### src/rtl/bus_pkg.sv
// Shared definitions for the two-master strobe/ack bus arbiter and its helpers.
package bus_pkg;

    localparam int ADR_W = 32;
    localparam int DAT_W = 32;
    localparam int SEL_W = 4;

    localparam logic [1:0] ST_IDLE    = 2'b00;
    localparam logic [1:0] ST_BUSY    = 2'b01;
    localparam logic [1:0] ST_RELEASE = 2'b10;

    localparam logic [DAT_W-1:0] TIMEOUT_RDATA = 32'h0000_0000;

    typedef struct packed {
        logic             we;
        logic [ADR_W-1:0] adr;
        logic [DAT_W-1:0] dat;
        logic [SEL_W-1:0] sel;
    } bus_req_t;

    // Master index (0/1) to one-hot grant vector.
    function automatic logic [1:0] grant_onehot(input logic idx);
        return idx ? 2'b10 : 2'b01;
    endfunction

endpackage

### src/rtl/bus_timer.sv
// Loadable up-counter with clear, enable and terminal-count flag used as a bus watchdog.
module bus_timer #(
    parameter int TIMEOUT_CYCLES = 256,
    parameter int CNT_W          = 9
) (
    input  logic             clk,
    input  logic             rst,
    input  logic             clr,
    input  logic             en,
    input  logic             load,
    input  logic [CNT_W-1:0] load_val,
    output logic             tc
);

    localparam logic [CNT_W-1:0] TC_VAL = CNT_W'(TIMEOUT_CYCLES - 1);

    logic [CNT_W-1:0] cnt_r;
    logic             tc_s;

    // Counter register: clear wins over load, load wins over increment.
    always_ff @(posedge clk) begin
        if (rst) begin
            cnt_r <= '0;
        end else if (clr) begin
            cnt_r <= '0;
        end else if (load) begin
            cnt_r <= load_val;
        end else if (en) begin
            cnt_r <= cnt_r + CNT_W'(1);
        end else begin
            cnt_r <= cnt_r;
        end
    end

    // Terminal count; a zero TIMEOUT_CYCLES disables the flag entirely.
    always_comb begin
        tc_s = 1'b0;
        if (TIMEOUT_CYCLES != 0) begin
            tc_s = (cnt_r == TC_VAL);
        end else begin
            tc_s = 1'b0;
        end
    end

    assign tc = tc_s;

endmodule

### src/rtl/bus_arbiter.sv
// Round-robin two-master / one-slave arbiter for the strobe/ack memory bus,
// one transfer per grant, with a watchdog that force-completes hung transfers.
module bus_arbiter
    import bus_pkg::*;
#(
    parameter int TIMEOUT_CYCLES = 256,
    parameter int CNT_W          = 9
) (
    input  logic             clk,
    input  logic             rst_i,
    input  logic             m0_stb_i,
    input  logic             m0_we_i,
    input  logic [ADR_W-1:0] m0_adr_i,
    input  logic [DAT_W-1:0] m0_dat_i,
    input  logic [SEL_W-1:0] m0_sel_i,
    output logic [DAT_W-1:0] m0_dat_o,
    output logic             m0_ack_o,
    input  logic             m1_stb_i,
    input  logic             m1_we_i,
    input  logic [ADR_W-1:0] m1_adr_i,
    input  logic [DAT_W-1:0] m1_dat_i,
    input  logic [SEL_W-1:0] m1_sel_i,
    output logic [DAT_W-1:0] m1_dat_o,
    output logic             m1_ack_o,
    output logic             s_stb_o,
    output logic             s_we_o,
    output logic [ADR_W-1:0] s_adr_o,
    output logic [DAT_W-1:0] s_dat_o,
    output logic [SEL_W-1:0] s_sel_o,
    input  logic [DAT_W-1:0] s_dat_i,
    input  logic             s_ack_i,
    output logic [1:0]       grant_o,
    output logic             err_o
);

    logic [1:0] state_r;
    logic [1:0] grant_r;
    logic       last_owner_r;

    logic [1:0] state_nxt_s;
    logic [1:0] grant_nxt_s;
    logic       last_owner_nxt_s;

    logic       busy_s;
    logic       tc_s;
    logic       timeout_s;
    logic       done_s;
    logic       other_stb_s;
    bus_req_t   sel_req_s;

    assign busy_s    = (state_r == ST_BUSY);
    assign timeout_s = busy_s & tc_s & ~s_ack_i;
    assign done_s    = busy_s & (s_ack_i | timeout_s);

    // The master that did not own the last transfer; the only one eligible in RELEASE.
    assign other_stb_s = last_owner_r ? m0_stb_i : m1_stb_i;

    bus_timer #(
        .TIMEOUT_CYCLES(TIMEOUT_CYCLES),
        .CNT_W         (CNT_W)
    ) u_timer (
        .clk     (clk),
        .rst     (rst_i),
        .clr     (~busy_s),
        .en      (busy_s & ~s_ack_i),
        .load    (1'b0),
        .load_val({CNT_W{1'b0}}),
        .tc      (tc_s)
    );

    // Next-state, next-grant and round-robin pointer selection.
    always_comb begin
        state_nxt_s      = state_r;
        grant_nxt_s      = grant_r;
        last_owner_nxt_s = last_owner_r;
        case (state_r)
            ST_IDLE: begin
                if (m0_stb_i && m1_stb_i) begin
                    grant_nxt_s = grant_onehot(~last_owner_r);
                    state_nxt_s = ST_BUSY;
                end else if (m0_stb_i) begin
                    grant_nxt_s = 2'b01;
                    state_nxt_s = ST_BUSY;
                end else if (m1_stb_i) begin
                    grant_nxt_s = 2'b10;
                    state_nxt_s = ST_BUSY;
                end else begin
                    grant_nxt_s = 2'b00;
                    state_nxt_s = ST_IDLE;
                end
            end
            ST_BUSY: begin
                if (done_s) begin
                    last_owner_nxt_s = grant_r[1];
                    grant_nxt_s      = 2'b00;
                    state_nxt_s      = ST_RELEASE;
                end else begin
                    grant_nxt_s = grant_r;
                    state_nxt_s = ST_BUSY;
                end
            end
            ST_RELEASE: begin
                // The finishing master may still hold a stale strobe here, so it is ignored.
                if (other_stb_s) begin
                    grant_nxt_s = grant_onehot(~last_owner_r);
                    state_nxt_s = ST_BUSY;
                end else begin
                    grant_nxt_s = 2'b00;
                    state_nxt_s = ST_IDLE;
                end
            end
            default: begin
                grant_nxt_s = 2'b00;
                state_nxt_s = ST_IDLE;
            end
        endcase
    end

    // Arbitration state registers.
    always_ff @(posedge clk) begin
        if (rst_i) begin
            state_r      <= ST_IDLE;
            grant_r      <= 2'b00;
            last_owner_r <= 1'b1;
        end else begin
            state_r      <= state_nxt_s;
            grant_r      <= grant_nxt_s;
            last_owner_r <= last_owner_nxt_s;
        end
    end

    // Request mux toward the slave, steered by the registered grant.
    always_comb begin
        sel_req_s = '0;
        if (grant_r[1]) begin
            sel_req_s = '{we: m1_we_i, adr: m1_adr_i, dat: m1_dat_i, sel: m1_sel_i};
        end else begin
            sel_req_s = '{we: m0_we_i, adr: m0_adr_i, dat: m0_dat_i, sel: m0_sel_i};
        end
    end

    assign s_stb_o = busy_s;
    assign s_we_o  = sel_req_s.we;
    assign s_adr_o = sel_req_s.adr;
    assign s_dat_o = sel_req_s.dat;
    assign s_sel_o = sel_req_s.sel;

    assign m0_ack_o = done_s & grant_r[0];
    assign m1_ack_o = done_s & grant_r[1];
    assign m0_dat_o = (timeout_s & grant_r[0]) ? TIMEOUT_RDATA : s_dat_i;
    assign m1_dat_o = (timeout_s & grant_r[1]) ? TIMEOUT_RDATA : s_dat_i;

    assign grant_o = grant_r;
    assign err_o   = timeout_s;

endmodule

### config.mk
export PLATFORM = sky130hd
export DESIGN_NAME = bus_arbiter
export DESIGN_NICKNAME = d
export VERILOG_FILES = /design/src/rtl/bus_pkg.sv /design/src/rtl/bus_timer.sv /design/src/rtl/bus_arbiter.sv
export SDC_FILE = /design/constraint.sdc
export NUM_CORES = 1
export LEC_CHECK = 0
export CORE_AREA = 2 2 123 125
export CTS_BUF_LIST = sky130_fd_sc_hd__clkbuf_2 sky130_fd_sc_hd__clkbuf_4 sky130_fd_sc_hd__clkbuf_8
export DETAILED_ROUTE_END_ITERATION = 6
export DIE_AREA = 0 0 125 127
export PLACE_DENSITY = 0.62
export REMOVE_ABC_BUFFERS = 1
export SYNTH_ARGS = -nofsm -noshare
export SYNTH_HDL_FRONTEND = slang
export SYNTH_SLANG_ARGS = --single-unit
export TNS_END_PERCENT = 5
### constraint.sdc
create_clock -name clk -period 2.5 [get_ports clk]
set_clock_uncertainty 0.15 [all_clocks]
set_input_delay 0.25 -clock clk [delete_from_list [all_inputs] [get_ports clk]]
set_output_delay 0.25 -clock clk [all_outputs]
set_load 0.05 [all_outputs]
# Word level (Yosys, flattened, before mapping)
# Index checks and enable logic that the tools add are counted.
# W data, S select, Z words.
# op_classes
n_addsub	1
n_eq_ne	4
n_mux	17
bitwise_logic	11
reduce_logical	4
# op_table
cell	count
$mux W69	1
$mux W32	2
$mux W2	7
$pmux W2 S3	2
$add A9 B1 Y9 const B	1
$eq A9 B8 Y1 const B	1
$and A1 B1 Y1	8
$mux W1	5
$eq A2 B1 Y1 const B	1
$eq A2 B2 Y1 const B	1
$logic_not A2 Y1	1
$ne A2 B1 Y1 const B	1
$not A1 Y1	2
$reduce_and A2 Y1	1
$reduce_or A2 Y1	1
$logic_and A1 B1 Y1	1
$or A1 B1 Y1	1
# totals
ff_bits	14
inputBits	175
output_inout_bits	139
elab_cells	41

# Logic depth before layout (Yosys ltp)
# depth
ltp_word	7
depth_mapped	7

# Hierarchy
# From an unflattened synthesis, not the netlist that was laid out.
# unflattened
cells_unflattened	239
area_unflattened_um2	2047.0
# modules_own_cells
mod	n_inst	cells_per_inst	area_per_inst_um2
bus_arbiter	1	181	1532.7
bus_timer	1	58	514.2

# Least setup slack after synthesis
# Ideal clock, no wire load.
# synth_path
path_kind	register to output
from	register state_r[0]
to	output port m1_ack_o
arrival_ns	1.833
required_time_ns	2.100
slack_ns	0.267
stages_incl_launch_ff	3
path_buffers	0
cell_sequence	dfxtp_1 > nor2b_1 > and3_1
# synth_between
elab_chain_len	6
# synth_rtl
element	line_no	source
start, declared	bus_arbiter.sv:36	logic [1:0] state_r;
start signal, assigned	bus_arbiter.sv:126	state_r <= state_nxt_s;
$eq A2 B1 Y1 (*)	bus_arbiter.sv:51	assign busy_s = (state_r == ST_BUSY);
via s_stb_o	bus_arbiter.sv:25	output logic s_stb_o,
$and A1 B1 Y1 (2 in series)	bus_arbiter.sv:52	assign timeout_s = busy_s & tc_s & ~s_ack_i;
$or A1 B1 Y1	bus_arbiter.sv:53	assign done_s = busy_s & (s_ack_i | timeout_s);
$and A1 B1 Y1 (*)	bus_arbiter.sv:53	
$and A1 B1 Y1 (*)	bus_arbiter.sv:149	assign m1_ack_o = done_s & grant_r[1];
end, declared	bus_arbiter.sv:24	output logic m1_ack_o,
# Mark *: on every way through the listed nets, which the timed path passes. The rest lies on a longest branch.

# Final worst setup path
# layout_path
from	register grant_r[1] (netlist: grant_o[1])
to	output port s_dat_o[28]
# layout_between
elab_chain_len	1
# layout_rtl
element	line_no	source
start, declared	bus_arbiter.sv:37	logic [1:0] grant_r;
start signal, assigned	bus_arbiter.sv:127	grant_r <= grant_nxt_s;
$mux W69	bus_arbiter.sv:135	if (grant_r[1]) begin
end, declared	bus_arbiter.sv:28	output logic [DAT_W-1:0] s_dat_o,
# No other way between the ends.

==> run_results.csv <==
group,metric,value,unit
timing,slew_violations,0,
synthesis,synth_top_area_cell,"mux2_2",
critical_path,critPathTopFamily,"buffers and inverters",
synthesis,netlist_instances,226,
global_route,antenna_found_initial,0,
clock_tree,cts_root_buffer,"clkbuf_8",
timing,setup_viol,0,
timing,min_period,2410,ps
global_route,grt_pass1_wl,16100,um
timing,worstMarginPinSlew,606,ps
critical_path,crit_chain,"mux2_2 -> clkdlybuf4s50_1",
clock_tree,numCtsBuffers,3,
min_path,min_path_type,"reg -> reg",
route,viasPerCell,4.01,
synthesis,synth_top_area_frac,0.406,
route,wl,11200,um
floorplan,initial_core_util,0.133,
critical_path,required,2100,ps
critical_path,worst-path-buf-inv,1,
flow_run,cap_violations,0,
critical_path,start_kind,"flop",
power,ir_worst_vdd,0.188,mV
route,dr_wl_met2,6040,um
synthesis,ys_ff_latch,14,
timing,setup_slack,86.9,ps
clock_tree,clock_path_buffers,2,
finish,layout_commonest_cell,"clkdlybuf4s50_1",
synthesis,ys_types,31,
route,routedWlPerCell,15.6,um
finish,drive_above_1_share,0.382,
timing,hold_viol,0,
route,drt-met1-wl,3670,um
floorplan,die_area,15900,um2
clock_tree,hold_buffers,0,
route,top_layer_used,"met4",
route,dr_wl_met3,1180,um
status,status,"completed",
clock_tree,clkTransAtPathRegs,60,ps
timing,slew_headroom,0.595,
clock_tree,cts_tree,"yes",
route,drc_errors,0,
synthesis,yosys_warnings,0,
global_route,grt_usage,0.128,
route,firstDrtPassIters,4,
route,vias,2868,
synthesis,synth_area,1910,um2
clock_tree,cts_num_sinks,14,
timing,min_period_over_period,0.965,
place,port_buffers,313,
critical_path,slowest_delay,760,ps
floorplan,core,14400,um2
route,ant_nets,0,
place,place.gp.congestion,0.830,
timing,whs,340,ps
place,dpl_worst_slack,269,ps
finish,finish.net_count,709,
power,p_leak,2.01,nW
synthesis,synth.avg_cell_area,8.47,um2
clock_tree,htree_levels,1,
floorplan,rows,44,
power,power.density,366,nW/um2
finish,diodes,0,
timing,totalNegativeSetupSlack,0,ps
critical_path,critPathKind,"reg -> out",
floorplan,die_h,127,um
global_route,grt_pass1_vias,2919,
floorplan,top_level_ports,314,
place,hpwl,9970,um
route,drtIter0Drc,41,
timing,rsz0062_at_grt,"true",
synthesis,synthTopCellsByArea,"mux2_2, and2_1, dfxtp_1, clkbuf_1, a21oi_1",
floorplan,die_w,125,um
clock_tree,clkLatencyLatePin,240,ps
critical_path,cp.arrival,2010,ps
finish,final_core_util,0.348,
timing,max_freq,0.414,GHz
critical_path,end_kind,"primary output",
global_route,grt-ovfl-total,0,
finish,fill_cells,1497,
finish,most-common-layout-cells,"clkdlybuf4s50_1, buf_4, mux2_2",
critical_path,cp_slowest_cell,"clkdlybuf4s50_1",
critical_path,cp_max_fo,19,
global_route,grt_max_degree,56,
synthesis,yosysSeqAreaShare,0.146,
finish,areaGrowthSynthToFinish,162,%
## cell families (layout without fill, tap and decap cells)
kind of cell	Yosys count	in the layout	share of synthesized area
buffers and inverters	18	323	0.0399
AOI/OAI and AO/OA	16	16	0.0523
DFF	14	14	0.146
muxes	71	71	0.416
xor gates and xnor gates	2	2	0.00915
and+or+nand+nor	103	103	0.323
adders and majority gates	2	2	0.0131
## stage by stage
stage | cells | cell area (um2) | power [mW]
final | 715 | 5020 | 1.84
after global routing | 715 | 5020 | 1.91
after CTS | 715 | 5020 | 1.86
after detailed placement | 711 | 4960 | 1.64
after global placement | 711 | 4960 | 1.63
after floorplan | 209 | 1840 | 1.05
## synth_stat cells (all sizes together)
| cell | number |
|---|---|
| mux2i | 2 |
| a221oi | 1 |
| nand2b | 2 |
| buf | 2 |
| or4 | 3 |
| nor2b | 3 |
| o21bai | 2 |
| dfxtp | 14 |
| and2 | 65 |
| xor2 | 1 |
| nor3b | 3 |
| and3 | 2 |
| nor3 | 2 |
| or3 | 2 |
| clkbuf | 15 |
| nand3 | 5 |
| xnor2 | 1 |
| nand4 | 1 |
| nor4b | 1 |
| inv | 1 |
| mux2 | 69 |
| a21oi | 7 |
| or3b | 1 |
| ha | 2 |
| a211o | 1 |
| nor2 | 7 |
| o21ai | 2 |
| o31ai | 3 |
| or2 | 1 |
| nand2 | 5 |
## flip-flops by register name (all words and copies together) (netlist names)
name,count
grant_o,2
last_owner_r,1
state_r,2
u_timer.cnt_r,9
## path summary, 6_finish.rpt
check | startpoint | slack [ps] | endpoint | cells after the start
hold reg to reg | u_timer.cnt_r[8] | 340 | u_timer.cnt_r[8] | 2
hold / removal | u_timer.cnt_r[8] | 340 | u_timer.cnt_r[8] | 2
setup / recovery | grant_o[1] | 90 | s_dat_o[28] | 2
setup reg to reg | u_timer.cnt_r[0] | 580 | last_owner_r | 7
## routing by layer
layer | GRT usage | vias to the layer above
met5 | 0 | -
met4 | 0.0320 | 0
met3 | 0.0394 | 14
met2 | 0.255 | 189
met1 | 0.128 | 1261
li1 | - | 1404
## final cells by class
type | count | area, um2 | share of cell area
Inverter | 1 | 3.75 | 0.000747
Tap cell | 184 | 230 | 0.0458
Sequential cell | 14 | 282 | 0.0560
Clock buffer | 4 | 55.1 | 0.0110
Multi-Input combinational cell | 194 | 1560 | 0.311
Timing Repair Buffer | 318 | 2890 | 0.576
## power breakdown
group / switching, mW / total (mW) / internal (mW)
Clock: 0.0790 / 0.218 / 0.139
Combinational: 0.785 / 1.37 / 0.586
Sequential: 0.0180 / 0.249 / 0.231
## worst reg2reg max path, cell delays in order, from the launching register on
cell     delay, ps
dfxtp_1        330
ha_1           230
nand3_1         90
nor2_1          50
ha_2           190
or2_2          310
and3_1         210
a211o_1        260
## timing repair
| item | CTS | global route |
|---|---|---|
| endpoints found under the hold margin | 0 | 0 |
| resized for setup | 1 | 2 |
| setup buffers | 0 | 0 |
| pin swaps | 0 | 0 |
| setup endpoints to repair | 1 | 32 |
Note: power is estimated with default switching activity, not from simulation.
